==> config.mk <==
export PLATFORM = sky130hd
export DESIGN_NAME = cache_bus_arbiter
export DESIGN_NICKNAME = d
export VERILOG_FILES = /design/src/rtl/cache_bus_arbiter.sv
export SDC_FILE = /design/constraint.sdc
export NUM_CORES = 1
export LEC_CHECK = 0
export BUFFER_PORTS_ARGS = -buffer_cell sky130_fd_sc_hd__clkbuf_2
export CAP_MARGIN = 20
export CORE_AREA = 2 2 119 121
export CTS_CLUSTER_SIZE = 10
export DETAILED_ROUTE_END_ITERATION = 12
export DIE_AREA = 0 0 121 123
export PLACE_DENSITY = 0.51
export SYNTH_ARGS = -nofsm -noshare
export SYNTH_HDL_FRONTEND = slang
export SYNTH_SLANG_ARGS = --single-unit
==> constraint.sdc <==
create_clock -name clk -period 3.1 [get_ports clk]
set_input_delay 0.465 -clock clk [delete_from_list [all_inputs] [get_ports clk]]
set_output_delay 0.465 -clock clk [all_outputs]
set_load 0.02 [all_outputs]
==> src/rtl/cache_bus_arbiter.sv <==
// Arbitrates ICache/DCache SRAM-like requests onto one bus; one outstanding transaction, 0-cycle address path.
// Optional macro CACHE_ARB_ROUND_ROBIN_EN replaces data-priority + starve counter with round-robin priority.
module cache_bus_arbiter #(
   parameter int STARVE_LIMIT = 8
) (
   input  logic        clk,
   input  logic        rst,
   input  logic        inst_req,
   input  logic        inst_wr,
   input  logic [1:0]  inst_size,
   input  logic [31:0] inst_addr,
   input  logic [31:0] inst_wdata,
   output logic [31:0] inst_rdata,
   output logic        inst_addr_ok,
   output logic        inst_data_ok,
   input  logic        data_req,
   input  logic        data_wr,
   input  logic [1:0]  data_size,
   input  logic [31:0] data_addr,
   input  logic [31:0] data_wdata,
   output logic [31:0] data_rdata,
   output logic        data_addr_ok,
   output logic        data_data_ok,
   output logic        bus_req,
   output logic        bus_wr,
   output logic [1:0]  bus_size,
   output logic [31:0] bus_addr,
   output logic [31:0] bus_wdata,
   input  logic [31:0] bus_rdata,
   input  logic        bus_addr_ok,
   input  logic        bus_data_ok
);

   typedef enum logic [1:0] {IDLE, WAIT_I, WAIT_D} state_t;

   state_t state, state_nxt;
   logic   lock_vld, lock_inst;
   logic   grant_inst, inst_pri, hs;

   assign hs = bus_req & bus_addr_ok;

`ifdef CACHE_ARB_ROUND_ROBIN_EN
   logic last_inst;

   assign inst_pri = ~last_inst;

   always_ff @(posedge clk or posedge rst) begin
      if (rst)
         last_inst <= 1'b1;
      else if (state == IDLE && hs)
         last_inst <= grant_inst;
   end
`else
   localparam logic [7:0] LIMIT = 8'(STARVE_LIMIT);
   logic [7:0] starve_cnt;

   assign inst_pri = (starve_cnt >= LIMIT);

   always_ff @(posedge clk or posedge rst) begin
      if (rst)
         starve_cnt <= 8'd0;
      else if (state == IDLE) begin
         if (hs && grant_inst)
            starve_cnt <= 8'd0;
         else if (inst_req && !grant_inst && starve_cnt != 8'hff)
            starve_cnt <= starve_cnt + 8'd1;
      end
   end
`endif

   // A port that was presented but not accepted keeps the bus until its handshake.
   always_comb begin
      grant_inst = 1'b0;
      if (lock_vld && (lock_inst ? inst_req : data_req))
         grant_inst = lock_inst;
      else if (inst_req && data_req)
         grant_inst = inst_pri;
      else
         grant_inst = inst_req;
   end

   always_ff @(posedge clk or posedge rst) begin
      if (rst) begin
         lock_vld  <= 1'b0;
         lock_inst <= 1'b0;
      end else if (state == IDLE) begin
         lock_vld  <= bus_req & ~bus_addr_ok;
         lock_inst <= grant_inst;
      end
   end

   always_ff @(posedge clk or posedge rst) begin
      if (rst)
         state <= IDLE;
      else
         state <= state_nxt;
   end

   always_comb begin
      state_nxt = state;
      case (state)
         IDLE:    if (hs) state_nxt = grant_inst ? WAIT_I : WAIT_D;
         WAIT_I,
         WAIT_D:  if (bus_data_ok) state_nxt = IDLE;
         default: state_nxt = IDLE;
      endcase
   end

   always_comb begin
      bus_req      = ~rst & (state == IDLE) & (grant_inst ? inst_req : data_req);
      bus_wr       = grant_inst ? inst_wr    : data_wr;
      bus_size     = grant_inst ? inst_size  : data_size;
      bus_addr     = grant_inst ? inst_addr  : data_addr;
      bus_wdata    = grant_inst ? inst_wdata : data_wdata;
      inst_addr_ok = bus_req & bus_addr_ok & grant_inst;
      data_addr_ok = bus_req & bus_addr_ok & ~grant_inst;
      inst_data_ok = ~rst & (state == WAIT_I) & bus_data_ok;
      data_data_ok = ~rst & (state == WAIT_D) & bus_data_ok;
      inst_rdata   = bus_rdata;
      data_rdata   = bus_rdata;
   end

endmodule

==> qor.yml <==
cp_max_fo: 32
dr_total_vias: 2195
power-per-cell-area_nw_per_um2: 520
start_util: 0.164
grt_pass1_vias: 2059
wl_met3_um: 1140
fin_cells: 554
crit_chain: "nor4_2 -> a21oi_2 -> nand2_4 -> buf_12 -> mux2_2 -> clkbuf_2"
clkTransAtPathRegs_ns: 0.05
fin_crit_sh: 0.835
synth_top_cell_by_area: "buf_4"
vdd_drop_max_mv: 0.282
post-place-cells: 548
cts_tree: "done"
grt_setup_unrepaired: "no"
synth_edf_count: 0
drtIter0Drc: 50
max-cap-violations: 0
drtAntennaViolNets: 0
synth.distinct_cells: 38
overflow: 0
wl_met1_um: 3470
hold_class: "input pin to asynchronous set/reset pin"
synth_top_area_frac: 0.225
seq_area_um2: 300
root_buffer: "clkbuf_16"
wirelength_um: 8670
worstSetupPathType: "flop to primary output"
synthesis.area_um2: 2240
status: "complete, no violations"
via_per_inst: 3.96
relSlewSlack: 0.742
report.power.total_w: 0.00161
yosysMostFrequentCell: "buf_4"
required_ns: 2.63
cellLeakagePower_nw: 1.73
drc: 0
firstDrtPassIters: 4
ys_seq_area_frac: 0.134
clockBufferDepth: 2
syn_nets: 404
ys_seq_elements: 12
fillCellCount: 1484
synth_cells: 227
finalNetCount: 550
hold_violations: 0
core-area_um2: 13600
grt_max_degree: 36
fmaxAchievable_mhz: 386
top_layer: "met5"
track_usage: 0.101
utilization: 0.228
die_h_um: 123
tns_ns: 0
boundaryPins: 308
cts_made_buffers: 3
setup_viol: 0
wl_met2_um: 4010
synth_area_per_cell_um2: 9.86
final_layout_size_suffix_gt1_frac: 0.780
slew_violations: 0
dp_hpwl_um: 7720
worstPathArrival_ns: 2.12
yosys_warnings: 0
worst_slew_pin_slew_ns: 0.383
row_count: 43
ys.flop_type: "dfrtp_1"
crit_path_top_delay_cell: "dfrtp_1"
clock-sinks: 12
clock_latency_ns: 0.24
wire_per_inst_um: 15.6
cts_resized: 0
synth_common_cells: "67 x buf_4, 38 x mux2_2, 30 x mux2_4, 12 x dfrtp_1, 8 x inv_1"
reg2reg_depth: 6
syn2layout_area_growth_pct: 38.5
setup.worst_path.end_class: "primary output"
synthArstFlopShare: 1.00
grt_pass1_wl_um: 11500
die_w_um: 121
synth.area.top_cells: "buf_4 22%, mux2_4 20%, mux2_2 19%"
holdBufCountCts: 0
multi_input_area_um2: 1340
finClkSkew_ns: 0.00194
die-area_um2: 14900
post_cts_buffers: 0
antenna_found_initial: 3
gp_congestion: 0.721
max_stage_delay_ns: 0.43
cts_max_level: 1
port_buffers: 211
fin_crit_ns: 2.59
start_kind: "flop"
## per-stage QoR
stage          hold WS [ns]  setup WS, ns  cell area [um2]
4_1_cts               0.259         0.495             3100
5_1_grt               0.268         0.348             3100
6_report              0.248         0.510             3100
3_3_place_gp          0.505         0.683             3010
3_5_place_dp          0.500         0.671             3010
2_1_floorplan         0.348         0.721             2240
## layer usage
metal,vias to the layer above,global-route usage
met5,-,0
li1,1028,-
met2,160,0.160
met3,8,0.0567
met1,997,0.126
met4,2,0.00581
## logic make-up after synthesis
logic type / Yosys count / synth area share
flops: 12 / 0.134
mux: 74 / 0.419
simple gates: 37 / 0.0956
fa+ha+maj: 5 / 0.0279
compound gates: 17 / 0.0537
buf+inv: 82 / 0.269
## power by group
part / switching (W) / total [W] / internal (W)
Combinational: 0.000584 / 0.00109 / 0.000506
Clock: 0.0000704 / 0.000265 / 0.000195
Sequential: 0.0000526 / 0.000256 / 0.000204
Total: 0.000707 / 0.00161 / 0.000904
## area by class of cell
type / count / area share
Timing Repair Buffer: 215 / 0.358
Antenna cell: 2 / 0.00161
Clock buffer: 4 / 0.0287
Sequential cell: 12 / 0.0969
Inverter: 8 / 0.00969
Multi-Input combinational cell: 133 / 0.432
Tap cell: 180 / 0.0726
## critical path, delay by kind of cell, from the launching register on
kind	cells	cell delay, ns
DFF	1	0.43
and+or+nand+nor	2	0.49
buffers and inverters	2	0.40
muxes	1	0.36
AOI/OAI and AO/OA	1	0.17
## sequential cells by signal, indices dropped and copies added (netlist names)
name,cells
starve_cnt,8
lock_vld,1
state,2
lock_inst,1
## path summary, 6_finish.rpt
kind	start	end	slack [ns]
worst max-delay path	starve_cnt[6]	bus_addr[9]	0.51
max in group asynchronous	rst	starve_cnt[4]	2.68
worst min-delay path	rst	state[1]	0.25
worst max register to register	state[0]	state[0]	1.18
min in group clk	lock_inst	lock_inst	0.51
worst min register to register	lock_inst	lock_inst	0.51
## cells in the final DEF (no fill, tap or decap), types with 3 or more instances in the layout
master | Yosys | routed
clkbuf_16 | 0 | 3
nor3_1 | 3 | 3
and3_1 | 3 | 3
o21ai_0 | 6 | 6
mux2_2 | 38 | 38
mux2i_1 | 6 | 6
dfrtp_1 | 12 | 12
ha_1 | 5 | 5
nand2_1 | 4 | 4
nand3_1 | 5 | 5
clkbuf_2 | 0 | 211
inv_1 | 8 | 8
nor4_1 | 4 | 4
nand4_1 | 4 | 4
mux2_4 | 30 | 30
nor2_1 | 4 | 4
Note: power is estimated with default switching activity, not from simulation.
